$ cat src/rtl/phinc_ctrl.sv
// Phase-increment controller: debounced up/down buttons with hold-to-repeat,
// plus host loads with priority, saturating to [PHINC_MIN, PHINC_MAX].
module phinc_ctrl #(
   parameter int unsigned DEB_CYC   = 20000,
   parameter int unsigned HOLD_CYC  = 100000,
   parameter int unsigned REP_CYC   = 25000,
   parameter int unsigned CNT_W     = 20,
   parameter logic [7:0]  PHINC_RST = 8'd1,
   parameter logic [7:0]  PHINC_MIN = 8'd0,
   parameter logic [7:0]  PHINC_MAX = 8'd255
) (
   input  logic       clk,
   input  logic       reset,
   input  logic       phase_up,
   input  logic       phase_dn,
   input  logic       ld_valid,
   input  logic [7:0] ld_data,
   output logic       ld_ready,
   output logic [7:0] phinc,
   output logic       phinc_upd,
   output logic       at_limit
);

   localparam logic [CNT_W-1:0] DEB_LAST  = CNT_W'(DEB_CYC - 1);
   localparam logic [CNT_W-1:0] HOLD_LAST = CNT_W'(HOLD_CYC - 1);
   localparam logic [CNT_W-1:0] REP_LAST  = CNT_W'(REP_CYC - 1);

   typedef enum logic [1:0] {S_IDLE, S_HOLD, S_REPEAT} state_e;
   typedef enum logic [1:0] {DIR_NONE, DIR_UP, DIR_DN} dir_e;

   // Bit 0 is the UP button, bit 1 the DN button; all levels active-low.
   logic [1:0]            sync1_q, sync2_q;
   logic [1:0]            deb_q, deb_d;
   logic [1:0][CNT_W-1:0] deb_cnt_q, deb_cnt_d;

   state_e            state_q, state_d;
   dir_e              dir_q, dir_d, dir;
   logic [CNT_W-1:0]  cnt_q, cnt_d;
   logic              step;

   logic [7:0] phinc_q, phinc_d;
   logic       chg_q, upd_q, ld_ready_q;
   logic       ld_fire;

   function automatic logic [7:0] clamp(input int v);
      if (v < int'(PHINC_MIN))      return PHINC_MIN;
      else if (v > int'(PHINC_MAX)) return PHINC_MAX;
      else                          return 8'(v);
   endfunction

   always_ff @(posedge clk or negedge reset) begin
      if (!reset) begin
         sync1_q   <= '1;
         sync2_q   <= '1;
         deb_q     <= '1;
         deb_cnt_q <= '0;
      end else begin
         // NOTE: non-blocking assignments let the two sync stages sample the old value of each other in one edge.
         sync1_q   <= {phase_dn, phase_up};
         sync2_q   <= sync1_q;
         deb_q     <= deb_d;
         deb_cnt_q <= deb_cnt_d;
      end
   end

   always_comb begin
      // NOTE: every combinational output gets a default first so no path infers a latch.
      deb_d     = deb_q;
      deb_cnt_d = '0;
      for (int i = 0; i < 2; i++) begin
         if (sync2_q[i] != deb_q[i]) begin
            if (deb_cnt_q[i] == DEB_LAST) deb_d[i] = sync2_q[i];
            else                          deb_cnt_d[i] = deb_cnt_q[i] + 1'b1;
         end
      end
   end

   always_comb begin
      dir = DIR_NONE;
      if (!deb_q[0] && deb_q[1])      dir = DIR_UP;
      else if (deb_q[0] && !deb_q[1]) dir = DIR_DN;
   end

   always_comb begin
      state_d = state_q;
      dir_d   = dir_q;
      cnt_d   = cnt_q;
      step    = 1'b0;
      unique case (state_q)
         S_IDLE: begin
            if (dir != DIR_NONE) begin
               step    = 1'b1;
               dir_d   = dir;
               cnt_d   = '0;
               state_d = S_HOLD;
            end
         end
         S_HOLD, S_REPEAT: begin
            if (dir != dir_q) begin
               cnt_d   = '0;
               state_d = S_IDLE;
            end else if (cnt_q == ((state_q == S_HOLD) ? HOLD_LAST : REP_LAST)) begin
               step    = 1'b1;
               cnt_d   = '0;
               state_d = S_REPEAT;
            end else begin
               cnt_d = cnt_q + 1'b1;
            end
         end
         default: state_d = S_IDLE;
      endcase
   end

   always_ff @(posedge clk or negedge reset) begin
      if (!reset) begin
         state_q <= S_IDLE;
         dir_q   <= DIR_NONE;
         cnt_q   <= '0;
      end else begin
         state_q <= state_d;
         dir_q   <= dir_d;
         cnt_q   <= cnt_d;
      end
   end

   // A load wins outright; a step in the same cycle is simply lost.
   assign ld_fire = ld_valid & ld_ready_q;

   always_comb begin
      phinc_d = phinc_q;
      if (ld_fire)                  phinc_d = clamp(int'(ld_data));
      else if (step && dir == DIR_UP) phinc_d = clamp(int'(phinc_q) + 1);
      else if (step && dir == DIR_DN) phinc_d = clamp(int'(phinc_q) - 1);
   end

   always_ff @(posedge clk or negedge reset) begin
      if (!reset) begin
         phinc_q    <= PHINC_RST;
         chg_q      <= 1'b0;
         upd_q      <= 1'b0;
         ld_ready_q <= 1'b0;
      end else begin
         phinc_q    <= phinc_d;
         chg_q      <= (phinc_d != phinc_q);
         upd_q      <= chg_q;
         ld_ready_q <= 1'b1;
      end
   end

   assign phinc     = phinc_q;
   assign phinc_upd = upd_q;
   assign ld_ready  = ld_ready_q;
   assign at_limit  = (phinc_q == PHINC_MIN) || (phinc_q == PHINC_MAX);

endmodule

$ cat config.mk
export PLATFORM = sky130hd
export DESIGN_NAME = phinc_ctrl
export DESIGN_NICKNAME = d
export VERILOG_FILES = /design/src/rtl/phinc_ctrl.sv
export SDC_FILE = /design/constraint.sdc
export NUM_CORES = 1
export LEC_CHECK = 0
export BUFFER_PORTS_ARGS = -buffer_cell sky130_fd_sc_hd__buf_2
export CAP_MARGIN = 20
export CORE_MARGIN = 2
export CORE_UTILIZATION = 40
export CTS_BUF_LIST = sky130_fd_sc_hd__clkbuf_16
export CTS_CLUSTER_SIZE = 25
export DETAILED_ROUTE_END_ITERATION = 10
export PLACE_DENSITY = 0.58
export SYNTH_ARGS = -nofsm -noshare
export SYNTH_HDL_FRONTEND = slang
export SYNTH_SLANG_ARGS = --single-unit
$ cat constraint.sdc
create_clock -name clk -period 3 [get_ports clk]
set_clock_uncertainty 0.05 [all_clocks]
set_input_delay 0.45 -clock clk [delete_from_list [all_inputs] [get_ports clk]]
set_output_delay 0.45 -clock clk [all_outputs]
set_load 0.03 [all_outputs]
# Yosys cells after proc, flatten, opt, wreduce, memory -nomap -nowiden
# Cells that the tools add are included.
# totals
regBits	81
latchBits	0
ramBits	0
rom_bits	0
inputBits	13
out_inout_bits	11
memories	0
# classes
addsub	5
multipliers	0
div_mod_pow	0
n_lt_le_gt_ge	4
eq_ne	14
shift	0
n_mux	26
bitwise	1
reduce_logical	17
# op_table
op	n
20-bit two-way mux	7
20-bit by 1-bit adder with 20-bit output, second input constant	3
8-bit two-way mux	7
20-bit by 15-bit equality test with 1-bit output, second input constant	2
20-bit case mux with 2 select lines	1
20-bit by 17-bit equality test with 1-bit output	1
9-bit by 1-bit less-than comparator with 1-bit output, second input constant	2
17-bit two-way mux	1
2-bit two-way mux	5
2-bit AND reduction	5
8-bit by 1-bit adder with 9-bit output, second input constant	1
9-bit by 8-bit greater-than comparator with 1-bit output, second input constant	1
9-bit greater-than comparator, second input constant	1
8-bit by 1-bit subtractor with 9-bit output, second input constant	1
8-bit equality test, second input constant	1
8-bit logical NOT	1
8-bit inequality test	1
2-bit by 1-bit equality test with 1-bit output, second input constant	2
2-bit equality test, second input constant	2
1-bit logical AND	4
2-bit case mux with 2 select lines	1
2-bit nonzero test	2
1-bit two-way mux	3
3-bit inequality test, second input constant	1
9 further kinds	11

# Depth between registers and ports, before layout
# logic_depth
word_depth	12
depth_mapped	11
ltp_nobuf	10

# Least setup slack after synthesis
# Ideal clock, no wire load.
# synth_path
path_type	flip-flop to flip-flop
from	register phinc_q[1], in the netlist phinc[1]
to	register chg_q
setup_time_ps	139
arrival_time_ps	2794
t_required_ps	2811
slack_ps	18
stages_incl_launch_ff	9
synth_period_minus_slack_ps	2982
path_cell_list	dfrtp_1 -> clkbuf_1 -> or3_1 -> nor3_1 -> nand3_1 -> a211o_1 -> o21bai_1 -> mux2_1 -> or4b_1
# synth_between
elab_chain_cells	8
# synth_lines
element	line_no	text
start, declared	41	logic [7:0] phinc_q, phinc_d;
start signal, assigned	143	phinc_q <= phinc_d;
8-bit by 1-bit subtractor with 9-bit output	133	else if (step && dir == DIR_DN) phinc_d = clamp(int'(phinc_q) - 1);
9-bit greater-than comparator	47	else if (v > int'(PHINC_MAX)) return PHINC_MAX;
8-bit two-way mux	47	
8-bit two-way mux	46	if (v < int'(PHINC_MIN)) return PHINC_MIN;
8-bit two-way mux	133	
8-bit two-way mux	132	else if (step && dir == DIR_UP) phinc_d = clamp(int'(phinc_q) + 1);
8-bit two-way mux	131	if (ld_fire) phinc_d = clamp(int'(ld_data));
8-bit inequality test (*)	144	chg_q <= (phinc_d != phinc_q);
end signal, assigned	144	
end, declared	42	logic chg_q, upd_q, ld_ready_q;
# Every way passes the cells marked *; elsewhere a longest branch is shown, timed or not.
# A chain may end at the register's enable or synchronous reset.

# Final worst setup path
# layout_path
from	register deb_q[1]
to	register chg_q
# layout_between
elab_chain_cells	12
# layout_lines
element	line_no	text
start, declared	33	logic [1:0] deb_q, deb_d;
start signal, assigned	55	deb_q <= '1;
start signal, assigned	61	deb_q <= deb_d;
1-bit logical NOT	81	else if (deb_q[0] && !deb_q[1]) dir = DIR_DN;
1-bit logical AND	81	
2-bit two-way mux	81	
2-bit two-way mux (*)	80	if (!deb_q[0] && deb_q[1]) dir = DIR_UP;
via dir[1]	37	dir_e dir_q, dir_d, dir;
2-bit inequality test or 2-bit nonzero test (tied branches)	99, 91	
1-bit two-way mux (on tied branches)	99, 91	
1-bit case mux with 2 select lines	89	unique case (state_q)
1-bit logical AND	133	
8-bit two-way mux	133	
8-bit two-way mux (*)	132	
8-bit two-way mux (*)	131	
via phinc_d[1]	41	
8-bit inequality test (*)	144	
# The timed path passes the listed nets; every way through them passes the cells marked *.

==> key figures <==
Yosys
  – Yosys warning count: 0
  – Yosys cell types: 64
  – Syn Std Cell Area: 4662 um2
  – Mapped Nets: 540
  – Syn Area/Cell: 9.070 um2
  – Post-synthesis cell count: 514
  – Sequential share of the synthesized area: 43.67%
  – Post-synth EDFFs: 0
  – Synth async-reset ratio: 100.0%
  – Primary FF master, synth: dfrtp_1
  – Synth Register Bits: 81

STA
  – Setup TNS: 0 ns
  – Highest Clock Rate: 351.2 MHz
  – Unrepaired setup endpoints after global routing: false
  – Worst slew margin: 68.19%
  – Fin. Hold Viols: 0
  – Min Tclk post-route: 2.847 ns
  – Tightest Pin Transition: 0.4651 ns
  – Final setup vio count: 0
  – Post-route clock period utilization: 94.91%
  – Pins over their slew limit: 0
  – Hold_ws: 0.1589 ns

Clock tree
  – Worst skew pair latency: 0.34 ns
  – CTS root buf: clkbuf_16
  – CTS clock-pin slew for the worst setup and hold paths: 0.07 ns
  – Setup Buffers After CTS: 0
  – Total CTS buffers: 9
  – H-tree levels: 3
  – CTS tree: done
  – Sink Count: 81
  – CTS Buffer Depth: 2

Final layout
  – Final #Nets: 584
  – # diodes: 0
  – Most frequent cells in the layout: nor2_1, dfrtp_1, nand2_1
  – Most common cell after layout, fill and taps aside: nor2_1
  – Layout cell share with drive strength beyond 1: 15.10%
  – Final instance area: 5425 um2
  – P&R area growth vs syn: 16.37%

Route
  – Drc violations: 0
  – Post-route ant nets: 0
  – Routed vias: 3761
  – Drt first pass iters: 4
  – Wire length per cell: 14.36 um
  – Vias per inst: 5.327
  – Iteration-0 DRC count of the detailed router: 160
  – Post-Route WL: 10140 um

Global route
  – Layer with the highest usage: met2
  – Largest net degree at the start of global routing: 82
  – GR Overflow Total: 0
  – Met1 Use GR: 24.19%
  – First-pass GRT wire length: 17570 um
  – GRT Resource Usage Total: 17.29%
  – Vias in the first global route: 3645
  – Met3 global-route usage: 3.266%
  – GR Util met2: 26.14%
  – Initial antenna violation count: 0

Place
  – Post-DP Area: 5089 um2
  – Global placement routability congestion: 0.8969
  – Final HPWL DP: 7121 um
  – PortBufs: 23

Pwr
  – Maximum VDD drop: 270.4 uV
  – Power Density: 446.9 nW/um2
  – Static Leak: 2.323 nW

Floorplanning
  – Die Ht: 112.0 um
  – Initial core utilization: 40.83%
  – Core area: 11420 um2
  – IO Pins: 24
  – # rows: 39
  – Die area: 12530 um2
  – Chip Width: 112.0 um

Setup path
  – R2r endpoint: chg_q
  – Worst R2R Path Depth: 10
  – Setup crit end kind: register
  – Worst Setup Path Type: register to register
  – Critical Path Slowest Stage Cell: dfstp_2
  – Crit path buffers/inverters: 1
  – RR Startpoint: deb_q[1]
  – CP delay by family, top: compound AO/OA/AOI/OAI gates
  – Crit path cell chain: inv_1 > ha_1 > xnor2_1 > and3_1 > o2111a_2 > o211ai_4 > o32a_4 > xnor2_2 > o2111ai_1 > or4b_1
  – Worst path arrival time: 3.01 ns
  – Largest stage delay, worst path: 0.56 ns
  – Setup crit start: deb_q[1]
  – Critical-path maximum fanout: 4
  – Internal reg-to-reg setup slack: 0.15 ns
  – Setup crit start kind: register
  – WP data required: 3.17 ns

Run status
  – Outcome: finished clean

Min path
  – Hold path start: phase_up
  – Worst Hold Class: input pin to register
  – Number of cells on the worst hold path: 1
  – WHS Endpoint: sync1_q[0]

Run
  – Max cap viols: 0
==> how the worst max path moves through the flow <==
stage,end,slack (ns),depth (start not counted)
after global routing,chg_q,0.007,10
final,chg_q,0.15,10
after floorplan,chg_q,0.02,8
after global placement,chg_q,0.17,11
after CTS,chg_q,0.06,11
after detailed placement,chg_q,0.07,11
==> worst register-to-register path, delay by kind of cell (launching register included) <==
family | cells | cell delay [ns]
and+or+nand+nor | 2 | 0.71
xor gates and xnor gates | 2 | 0.27
AOI/OAI and AO/OA | 4 | 0.85
DFF | 1 | 0.56
buffers and inverters | 1 | 0.08
adders and majority gates | 1 | 0.21
==> layer usage <==
metal	share of wire (%)	vias to the layer above
met2	46	76
li1	-	1884
met5	0	-
met1	48	1786
met3	4.4	15
met4	1.9	0
==> metrics by stage <==
stage | setup WS (ns) | utilization [%] | total power [mW] | std cells
finish | 0.1528 | 47.51 | 2.425 | 706
global route | 0.006607 | 47.51 | 2.539 | 706
CTS | 0.05519 | 47.02 | 2.460 | 704
detailed placement | 0.06556 | 44.57 | 1.408 | 688
global placement | 0.1737 | 44.57 | 1.403 | 688
floorplan | 0.01764 | - | 1.312 | 514
==> where the power goes <==
part	switching, mW	internal, mW	leakage [nW]
logic	0.143	0.0933	1.11
registers	0.0359	1.12	1.08
clock network	0.463	0.569	0.139
==> flip-flops by register name, indices dropped and copies added, names as in the netlist <==
| name | count |
|---|---|
| sync1_q | 2 |
| chg_q | 1 |
| cnt_q | 20 |
| phinc | 8 |
| state_q | 2 |
| sync2_q | 2 |
| dir_q | 2 |
| deb_cnt_q | 40 |
| phinc_upd | 1 |
| ld_ready | 1 |
| deb_q | 2 |
==> cell type report <==
cell class                      count  area (um2)
Clock buffer                        9       225.2
Clock inverter                      7       55.05
Fill cell                        1111        5993
Inverter                           18       67.56
Multi-Input combinational cell    396        2505
Sequential cell                    81        2036
Tap cell                          143       178.9
Timing Repair Buffer               52       357.8
==> synth_stat cells, drive strengths merged, types with 4 or more instances <==
master / count / area, um2
a21oi: 21 / 105.1
a31oi: 4 / 31.28
and2: 6 / 37.54
and3: 11 / 68.82
and4: 4 / 35.03
clkbuf: 17 / 63.81
dfrtp: 74 / 1852
dfstp: 7 / 183.9
ha: 13 / 162.7
inv: 18 / 67.56
nand2: 49 / 183.9
nand3: 26 / 130.1
nand4: 17 / 106.4
nor2: 79 / 296.5
nor3: 8 / 40.04
nor4: 6 / 52.55
nor4b: 4 / 41.29
o21ai: 19 / 95.09
o31ai: 5 / 37.54
or2: 4 / 25.03
or3: 7 / 43.79
xnor2: 25 / 226.5
xor2: 37 / 324.1
==> timing repair <==
action / 4_1_cts / 5_1_grt
endpoints found under the hold margin: 0 / 13
hold buffers: 0 / 1
endpoints found under the setup margin: 0 / 2
gates resized for setup: 0 / 3
==> cells by family (layout without fill, tap and decap cells) <==
kind of cell    Yosys count  in the layout  share of synthesized area, %
flops                    81             81                         43.67
simple gates            236            236                         25.20
buf+inv                  37             86                         3.006
fa+ha+maj                13             13                         3.489
other cells               1              1                       0.08044
xor+xnor                 62             62                         11.81
mux                       3              3                        0.6710
compound gates           81             81                         12.08
No activity file was read; power rests on OpenSTA's default activity.
